**src/rtl/gf_pkg.sv**
```systemverilog
// GF(2^8) constants and arithmetic shared by the RS decoder stages.
// Root-bank seed values are computed here at elaboration time.
package gf_pkg;

  localparam int SYMB_WIDTH      = 8;
  localparam int N_LEN           = 255;
  localparam int T_LEN           = 8;
  localparam int ROOTS_PER_CYCLE = 4;

  localparam int GF_ORDER = (1 << SYMB_WIDTH) - 1;
  localparam int NC =
    (N_LEN + ROOTS_PER_CYCLE - 1) / ROOTS_PER_CYCLE;
  localparam int CYC_W   = (NC > 1) ? $clog2(NC) : 1;
  localparam int POS_W   = $clog2(NC * ROOTS_PER_CYCLE + 1);
  localparam int CNT_W   = $clog2(T_LEN + 2);
  localparam int NUM_W   = $clog2(T_LEN + 1);
  localparam int LIST_IW = (T_LEN > 1) ? $clog2(T_LEN) : 1;

  typedef logic [SYMB_WIDTH-1:0] sym_t;
  typedef logic [ROOTS_PER_CYCLE-1:0][SYMB_WIDTH-1:0] root_vec_t;

  // x^8 + x^4 + x^3 + x^2 + 1, low byte only
  localparam sym_t PRIM_LOW = 8'h1D;

  typedef enum logic [1:0] {
    ST_IDLE,
    ST_SEARCH,
    ST_DONE
  } state_t;

  function automatic sym_t gf_mult(input sym_t a, input sym_t b);
    sym_t p;
    sym_t x;
    p = '0;
    x = a;
    for (int i = 0; i < SYMB_WIDTH; i++) begin
      if (b[i]) p = p ^ x;
      if (x[SYMB_WIDTH-1])
        x = {x[SYMB_WIDTH-2:0], 1'b0} ^ PRIM_LOW;
      else
        x = {x[SYMB_WIDTH-2:0], 1'b0};
    end
    return p;
  endfunction

  function automatic sym_t gf_alpha_pow(input int e);
    sym_t r;
    r = sym_t'(1);
    for (int i = 0; i < GF_ORDER; i++)
      if (i < e) r = gf_mult(r, sym_t'(2));
    return r;
  endfunction

  function automatic root_vec_t root_init();
    root_vec_t v;
    for (int i = 0; i < ROOTS_PER_CYCLE; i++)
      v[i] = gf_alpha_pow((GF_ORDER - (i % GF_ORDER)) % GF_ORDER);
    return v;
  endfunction

  localparam root_vec_t ROOT_INIT = root_init();
  localparam sym_t ALPHA_NEG_R = gf_alpha_pow(
    (GF_ORDER - (ROOTS_PER_CYCLE % GF_ORDER)) % GF_ORDER);

endpackage

```
**src/rtl/rs_chien.sv**
```systemverilog
// Parallel evaluation of the error locator at R roots.
// Bit R-1-i of error_bit_pos flags a zero on lane i.
module rs_chien
  import gf_pkg::*;
(
  input  logic [T_LEN:0][SYMB_WIDTH-1:0]           error_locator,
  input  logic [ROOTS_PER_CYCLE-1:0][SYMB_WIDTH-1:0] roots,
  output logic [ROOTS_PER_CYCLE-1:0]               error_bit_pos
);

  always_comb begin
    sym_t v_acc;
    v_acc         = '0;
    error_bit_pos = '0;
    for (int i = 0; i < ROOTS_PER_CYCLE; i++) begin
      v_acc = '0;
      // Horner from the top coefficient down
      for (int k = T_LEN; k >= 0; k--)
        v_acc = gf_mult(v_acc, roots[i]) ^ error_locator[k];
      error_bit_pos[ROOTS_PER_CYCLE-1-i] = (v_acc == '0);
    end
  end

endmodule

```
**src/rtl/rs_chien_pos.sv**
```systemverilog
// Sequential Chien search: sweeps all positions R per clock and
// compacts the roots into an ascending error-position list.
module rs_chien_pos
  import gf_pkg::*;
(
  input  logic                             clk,
  input  logic                             rst_n,
  input  logic                             err_loc_vld,
  output logic                             err_loc_rdy,
  input  logic [T_LEN:0][SYMB_WIDTH-1:0]   error_locator,
  output logic                             err_pos_vld,
  output logic [T_LEN-1:0][SYMB_WIDTH-1:0] err_pos,
  output logic [NUM_W-1:0]                 err_pos_num,
  output logic                             decode_fail
);

  state_t                           r_state;
  state_t                           w_next;
  logic [CYC_W-1:0]                 r_cyc;
  root_vec_t                        r_roots;
  logic [T_LEN:0][SYMB_WIDTH-1:0]   r_loc;
  logic [CNT_W-1:0]                 r_deg;
  logic [CNT_W-1:0]                 r_cnt;
  logic [T_LEN-1:0][SYMB_WIDTH-1:0] r_list;
  logic [T_LEN-1:0][SYMB_WIDTH-1:0] r_err_pos;
  logic [NUM_W-1:0]                 r_err_num;
  logic                             r_fail;

  logic [ROOTS_PER_CYCLE-1:0]       w_bits;
  logic [ROOTS_PER_CYCLE-1:0]       w_hit;
  logic [ROOTS_PER_CYCLE-1:0][POS_W-1:0] w_idx;
  logic [CNT_W-1:0]                 w_cnt_nxt;
  logic [T_LEN-1:0][SYMB_WIDTH-1:0] w_list_nxt;
  logic [CNT_W-1:0]                 w_deg;
  logic                             w_accept;
  logic                             w_last;

  rs_chien u_chien (
    .error_locator (r_loc),
    .roots         (r_roots),
    .error_bit_pos (w_bits)
  );

  assign w_accept    = (r_state == ST_IDLE) && err_loc_vld;
  assign w_last      = (r_cyc == CYC_W'(NC - 1));
  assign err_loc_rdy = (r_state == ST_IDLE);
  assign err_pos_vld = (r_state == ST_DONE);
  assign err_pos     = r_err_pos;
  assign err_pos_num = r_err_num;
  assign decode_fail = r_fail;

  always_comb begin
    w_deg = '0;
    for (int k = 0; k <= T_LEN; k++)
      if (error_locator[k] != '0) w_deg = CNT_W'(k);
  end

  // Un-reverse lane order and mask the tail of the last cycle
  always_comb begin
    w_idx = '0;
    w_hit = '0;
    for (int i = 0; i < ROOTS_PER_CYCLE; i++) begin
      w_idx[i] = POS_W'(r_cyc) * POS_W'(ROOTS_PER_CYCLE)
               + POS_W'(i);
      w_hit[i] = w_bits[ROOTS_PER_CYCLE-1-i]
               && (w_idx[i] < POS_W'(N_LEN));
    end
  end

  always_comb begin
    logic [CNT_W-1:0] v_cnt;
    v_cnt      = r_cnt;
    w_list_nxt = r_list;
    for (int i = 0; i < ROOTS_PER_CYCLE; i++) begin
      if (w_hit[i]) begin
        if (v_cnt < CNT_W'(T_LEN))
          w_list_nxt[v_cnt[LIST_IW-1:0]] =
            w_idx[i][SYMB_WIDTH-1:0];
        if (v_cnt <= CNT_W'(T_LEN))
          v_cnt = v_cnt + 1'b1;
      end
    end
    w_cnt_nxt = v_cnt;
  end

  always_comb begin
    w_next = r_state;
    unique case (r_state)
      ST_IDLE:   if (err_loc_vld) w_next = ST_SEARCH;
      ST_SEARCH: if (w_last) w_next = ST_DONE;
      ST_DONE:   w_next = ST_IDLE;
      default:   w_next = ST_IDLE;
    endcase
  end

  always_ff @(posedge clk or negedge rst_n) begin
    if (!rst_n) begin
      r_state   <= ST_IDLE;
      r_cyc     <= '0;
      r_roots   <= '0;
      r_loc     <= '0;
      r_deg     <= '0;
      r_cnt     <= '0;
      r_list    <= '0;
      r_err_pos <= '0;
      r_err_num <= '0;
      r_fail    <= 1'b0;
    end else begin
      r_state <= w_next;
      if (w_accept) begin
        r_loc   <= error_locator;
        r_deg   <= w_deg;
        r_roots <= ROOT_INIT;
        r_cnt   <= '0;
        r_list  <= '0;
        r_cyc   <= '0;
      end else if (r_state == ST_SEARCH) begin
        for (int i = 0; i < ROOTS_PER_CYCLE; i++)
          r_roots[i] <= gf_mult(r_roots[i], ALPHA_NEG_R);
        r_cnt  <= w_cnt_nxt;
        r_list <= w_list_nxt;
        r_cyc  <= r_cyc + 1'b1;
        if (w_last) begin
          r_err_pos <= w_list_nxt;
          r_err_num <= (w_cnt_nxt > CNT_W'(T_LEN))
                     ? NUM_W'(T_LEN)
                     : w_cnt_nxt[NUM_W-1:0];
          r_fail    <= (w_cnt_nxt != r_deg)
                    || (w_cnt_nxt > CNT_W'(T_LEN));
        end
      end
    end
  end

endmodule

```
**config.mk**
```make
export PLATFORM = sky130hd
export DESIGN_NAME = rs_chien_pos
export DESIGN_NICKNAME = d
export VERILOG_FILES = /design/src/rtl/gf_pkg.sv /design/src/rtl/rs_chien.sv /design/src/rtl/rs_chien_pos.sv
export SDC_FILE = /design/constraint.sdc
export NUM_CORES = 2
export LEC_CHECK = 0
export ABC_AREA = 0
export BUFFER_PORTS_ARGS = -buffer_cell sky130_fd_sc_hd__clkbuf_2
export CORE_AREA = 5 5 345 347
export DETAILED_ROUTE_END_ITERATION = 12
export DIE_AREA = 0 0 350 352
export GPL_TIMING_DRIVEN = 0
export HOLD_SLACK_MARGIN = 0.08
export PLACE_DENSITY = 0.7
export SETUP_SLACK_MARGIN = 0.5
export SLEW_MARGIN = 20
export SYNTH_ARGS = -nofsm -noshare
export SYNTH_HDL_FRONTEND = slang
export SYNTH_SLANG_ARGS = --single-unit
```
**constraint.sdc**
```tcl
create_clock -name clk -period 22.6 [get_ports clk]
set_input_delay 1.13 -clock clk [delete_from_list [all_inputs] [get_ports clk]]
set_output_delay 1.13 -clock clk [all_outputs]
set_load 0.03 [all_outputs]
```
After elaboration in Yosys (flattened, before gate mapping) --
Cells that the tools add are included.
Storage, ports and cells: input port bits 75, register bits after elaboration 253
Operators by class: magnitude comparators 21, equality and inequality tests 6, $add $sub $neg 8, muxes and demuxes 615, reductions and logical operators 26, bitwise operators 500
Operators by type and width (count):
- 8-bit 2-to-1 mux | 340
- 8-bit bitwise XOR | 268
- 5-bit 2-to-1 mux | 231
- 4-bit inverter | 231
- 64-bit 2-to-1 mux | 10
- 64-bit bitwise mux | 4
- 8-bit demux with 3-bit select | 4
- 32-bit 2-to-1 mux | 2
- 8-bit nonzero test | 8
- 4-bit 2-to-1 mux | 13
- 8-bit zero test | 4
- 9-bit by 8-bit less-than comparator with 1-bit output, second input constant | 3
- 8-bit by 2-bit adder with 9-bit output, second input constant | 2
- 4-bit by 1-bit adder with 4-bit output, second input constant | 4
- 4-bit <= comparator, second input constant | 4
- 3-bit by 4-bit less-than comparator with 1-bit output, second input constant | 4
- 4-bit less-than comparator, second input constant | 4
- 3-bit by 1-bit >= comparator with 1-bit output, second input constant | 4
- 6-bit 2-to-1 mux | 2
- 8-bit by 1-bit adder with 9-bit output, second input constant | 1
- 1-bit logical AND | 9
- 3-bit 2-to-1 mux | 3
- 8-bit less-than comparator, second input constant | 1
- 2-bit 2-to-1 mux | 4
- other kinds (15) | 16

Logic depth before layout (Yosys ltp) --
depth after elaboration 154, mapped depth 73

Cells and area by module --
Synthesis repeated with hierarchy kept, for this count alone.
Unflattened totals: cells, all modules 6705, area, all modules 56439.1 um^2
Modules (own cells, without submodules):
- rs_chien | cells an instance 5453, times used 1, area an instance 44654.1 um^2, sequential area each 0.0 um^2
- rs_chien_pos | cells an instance 1252, times used 1, area an instance 11785.1 um^2, sequential area each 6331.1 um^2

Worst setup path after synthesis --
Ideal clock, no wire load.
path type reg2reg, from register r_loc[69] (netlist name), to register r_fail, in the netlist decode_fail, path slack 6249 ps, path buffers 5, setup time 104 ps, arrival time 16248 ps, clock period less this slack 16351 ps, cell stages (with the launch flop) 64, required time 22496 ps, cell sequence dfrtp_1 buf_6 xor3_2 nand2_1 xor2_1 xnor3_2 xor2_4 xnor3_2 nand2_1 xnor3_1 xnor3_2 xor2_4 xnor2_1 mux2_2 a21oi_1 xnor2_1 xnor3_1 xnor2_1 [... 28 more ...] buf_2 a31oi_1 a21oi_1 ha_1 inv_1 mux2_2 o211a_1 o21ai_2 inv_1 ha_1 and2_1 clkbuf_2 o21ai_0 nor4_1 nor4b_1 o311ai_1 o211a_1 o311ai_1
On the way: cells in the longest elaborated chain, start to end 143, elaborated cells between the ends (all ways) 937
RTL lines:
- start: declaration | line rs_chien_pos.sv:21 | logic [T_LEN:0][SYMB_WIDTH-1:0] r_loc;
- start signal: assignment | line rs_chien_pos.sv:111 | r_loc <= error_locator;
- branches (longest 140 deep; another with 8-bit 2-to-1 mux)
- 4-bit 2-to-1 mux * | line rs_chien_pos.sv:75 | if (w_hit[i]) begin
- 4-bit greater-than comparator / 4-bit inequality test (equally long branches) | line rs_chien_pos.sv:129, rs_chien_pos.sv:128
- 1-bit logical OR * | line rs_chien_pos.sv:129 | || (w_cnt_nxt > CNT_W'(T_LEN));
- end signal: assignment | line rs_chien_pos.sv:128 | r_fail <= (w_cnt_nxt != r_deg)
- end: declaration | line rs_chien_pos.sv:27 | logic r_fail;
Every way passes the cells marked *. A chain may end at the register's enable or synchronous reset.

Final worst setup path --
from register r_loc[71] (netlist name), to register r_fail, in the netlist decode_fail
On the way: cells in the longest elaborated chain, start to end 145, elaborated cells between the ends (all ways) 941
RTL lines:
- 5-bit 2-to-1 mux / 8-bit 2-to-1 mux (equally long branches) | line gf_pkg.sv:38, gf_pkg.sv:37
- 8-bit bitwise XOR | line gf_pkg.sv:37 | if (b[i]) p = p ^ x;
- 8-bit 2-to-1 mux | line gf_pkg.sv:37
- 8-bit bitwise XOR | line gf_pkg.sv:37
- 8-bit 2-to-1 mux | line gf_pkg.sv:37
- 8-bit bitwise XOR | line gf_pkg.sv:37
- 8-bit 2-to-1 mux | line gf_pkg.sv:37
- 8-bit bitwise XOR | line gf_pkg.sv:37
- [... 129 more ...]
- 4-bit by 1-bit adder with 4-bit output / 4-bit <= comparator (equally long branches) | line rs_chien_pos.sv:80, rs_chien_pos.sv:79
- 4-bit 2-to-1 mux | line rs_chien_pos.sv:79 | if (v_cnt <= CNT_W'(T_LEN))
- 4-bit 2-to-1 mux | line rs_chien_pos.sv:75
- 4-bit by 1-bit adder with 4-bit output / 4-bit <= comparator (equally long branches) | line rs_chien_pos.sv:80, rs_chien_pos.sv:79
- 4-bit 2-to-1 mux | line rs_chien_pos.sv:79
- 4-bit 2-to-1 mux * | line rs_chien_pos.sv:75
- 4-bit greater-than comparator / 4-bit inequality test (equally long branches) | line rs_chien_pos.sv:129, rs_chien_pos.sv:128
- 1-bit logical OR * | line rs_chien_pos.sv:129
Mark *: on every way between the ends. The rest lies on a longest branch, timed or not.

==> reports/metrics.yaml <==
status:
  status: "finished, final reports clean"
route:
  drc: 0
  vias: 53300
  wl_met3_um: 30200
  routed_wl_um: 225000
  ant_nets: 0
  top_layer_used: "met5"
  avgViaCountPerCell: 6.19
  drt-initial-drc-count: 7028
  wl_met1_um: 85000
  drt_first_pass_iters: 6
  dr_wl_met2_um: 96100
  wl_per_cell_um: 26.1
synth:
  synthFlopType: "dfrtp_1"
  synth_compound_area_share_pct: 11.7
  netlist_area_um2: 57300
  synthSimpleGateAreaFrac_pct: 18.6
  synth_top_family_by_area: "XOR/XNOR gates"
  synthAdderAreaFrac_pct: 0.0874
  synth_edf_count: 0
  synthXorXnorAreaFrac_pct: 50.5
  synthMuxAreaShare_pct: 3.55
  synth_nets: 6951
  ys_seq_area_share_pct: 11.1
  synthArstFlopShare_pct: 100
  avgSynthCellArea_um2: 8.33
  ys_ff_latch: 253
  syn-instance-count: 6872
  ys_types: 114
  yosys_warnings: 0
worst_setup_path:
  r2r_end: "decode_fail$_DFFE_PN0P_"
  crit_type: "register to register"
  startpoint_type: "register"
  critical_path_arrival_ns: 21.01
  crit_slowest_cell: "xnor2_1"
  path_max_fanout: 10
  rr_worst_depth: 63
  r2r_start: "r_loc[71]$_DFFE_PN0P_"
  rrSetupSlack_ns: 2.07
  max_stage_delay_ns: 0.86
  required_ns: 23.08
  worst_path_most_repeated_cell: "xnor2_1"
  cp-startpoint: "r_loc[71]$_DFFE_PN0P_"
  worst_setup_path_end_kind: "register"
sta:
  setup_viol: 0
  skew_ns: 0.0290
  period_needed_ns: 20.53
  rsz0062_at_grt: "false"
  final_max_slew_viol_count: 0
  slew_headroom_pct: 10.9
  hold_violations: 0
  period_share_pct: 90.9
  fmax_ghz: 0.0487
  tns_ns: 0
  hold-worst-slack_ns: 0.477
  worst_slew_pin_slew_ns: 1.34
clock_tree:
  h-tree-depth: 1
  cts_hold_buf: 0
  clock_path_buffers: 3
  cts_resized: 0
  cts-root-buf: "clkbuf_16"
  postCtsSetupBuffers: 0
  cts_tree: "done"
  clk-insertion-delay-late_ns: 0.58
  cts_sinks: 253
  clkTransAtPathRegs_ns: 0.07
  cts_buffers: 27
layout:
  layout_common_cells: "nand2_1, xnor2_1, nor2_1"
  nets: 7130
  final_common_cell: "nand2_1"
  area_growth_pct: 6.47
  drive_above_1_share_pct: 8.34
floorplan:
  core-area_um2: 116000
  num_rows: 125
  start_util_pct: 49.5
  die_x_um: 350
  ios: 146
  dieArea_um2: 123000
  die_y_um: 352
global_routing:
  grt_max_degree: 92
  grt_pass1_vias: 50300
  grtUsageTotal_pct: 34.8
  grt_pass1_wl_um: 329000
  antenna_found_initial: 19
  gr-total-overflow: 0
hold_path:
  hold_path_class: "register to register"
  hp-start: "err_pos[62]$_DFFE_PN0P_"
  holdPathEnd: "err_pos[62]$_DFFE_PN0P_"
  holdPathStages: 2
placed_design:
  dp_hpwl_um: 169000
  place_congestion: 1.01
  port_buffers: 145
flow_run:
  cap_violations: 0
-- synth_stat cells, types with 14 or more instances --
library cell	count	area (um2)
xnor3_2	18	428
mux2_2	35	394
a22o_1	42	368
o221ai_1	22	193
buf_2	107	536
mux2i_1	158	1580
o211a_1	17	170
and2_1	39	244
inv_1	43	161
and3_1	36	225
o22ai_1	37	231
o2111ai_1	17	149
nor4_1	24	150
nand3_1	91	455
o21a_1	15	113
clkbuf_1	298	1120
a31oi_1	25	156
a22oi_1	86	646
xnor2_4	16	440
a21oi_1	150	751
buf_4	25	188
a221oi_1	33	289
xor3_1	89	2120
nor3_1	86	430
xnor2_1	1133	9920
dfrtp_1	253	6330
xnor3_1	453	10200
xor2_1	475	4160
nand2_1	1603	6020
a32o_1	14	140
o211ai_1	26	195
or3_1	15	93.8
nor2b_1	18	113
buf_1	109	409
xor2_2	24	390
o21ai_0	165	826
o21ai_1	55	275
nor2_1	563	2110
nand2b_1	21	131
xnor2_2	58	943
a211oi_1	48	360
o31ai_1	14	105
-- area by class of cell --
cell class	instances	area [um2]
plain buffers	549	2380
inverters	60	225
diodes	18	45.0
repair buffers	150	872
clock buffers	32	704
flip-flops and latches	253	6340
clock inverters	17	138
multi-input cells	6010	48300
well taps	1524	1910
fillers	10900	54600
-- metal layers --
layer / up-vias / track usage (%)
met5: - / 0
met4: 24 / 17.7
met3: 666 / 11.1
met2: 3553 / 51.9
met1: 25700 / 45.3
li1: 23400 / -
-- sequential cells by signal, indices dropped and copies added (netlist names) --
name / flops
decode_fail: 1
err_pos: 64
err_pos_num: 4
r_cnt: 4
r_cyc: 6
r_deg: 4
r_list: 64
r_loc: 72
r_roots: 32
r_state: 2
-- critical path: cells and delay by family (launching register included) --
family / cells / cell delay [ns]
buffers and inverters: 9 / 2.69
xor gates and xnor gates: 30 / 11.47
and+or+nand+nor: 12 / 2.53
DFF: 1 / 0.42
adders and majority gates: 1 / 0.24
muxes: 1 / 0.18
AOI/OAI and AO/OA: 10 / 2.80
-- cells by family (layout without fill, tap and decap cells) --
family	after synthesis	in the layout
AO/OA/AOI/OAI	950	950
buffers and inverters	609	808
adder cells (fa/ha/maj)	4	4
flip-flops	253	253
AND/OR/NAND/NOR	2582	2582
multiplexers	197	197
other	0	18
XOR/XNOR	2277	2277
-- worst max path at each step --
| stage | cells after the start | endpoint | slack [ns] |
|---|---|---|---|
| final | 63 | decode_fail$_DFFE_PN0P_ | 2.07 |
| after detailed placement | 61 | decode_fail$_DFFE_PN0P_ | 2.82 |
| after global placement | 65 | decode_fail$_DFFE_PN0P_ | 2.90 |
| after global routing | 64 | decode_fail$_DFFE_PN0P_ | 1.35 |
| after floorplan | 63 | decode_fail$_DFFE_PN0P_ | 6.25 |
| after CTS | 61 | decode_fail$_DFFE_PN0P_ | 2.75 |
-- metrics by stage --
step	cells	utilization, %	setup slack, ns	instance area (um2)
2_1_floorplan	6872	-	6.25	57300
3_3_place_gp	8541	51.8	2.90	59900
3_5_place_dp	8546	52.0	2.82	60100
4_1_cts	8595	52.7	2.75	60900
5_1_grt	8597	52.7	1.35	60900
6_report	8613	52.7	2.07	61000
Power is left out: the tool's default activity adds up to more than one toggle a clock period on the data nets, which glitch-free logic cannot reach.
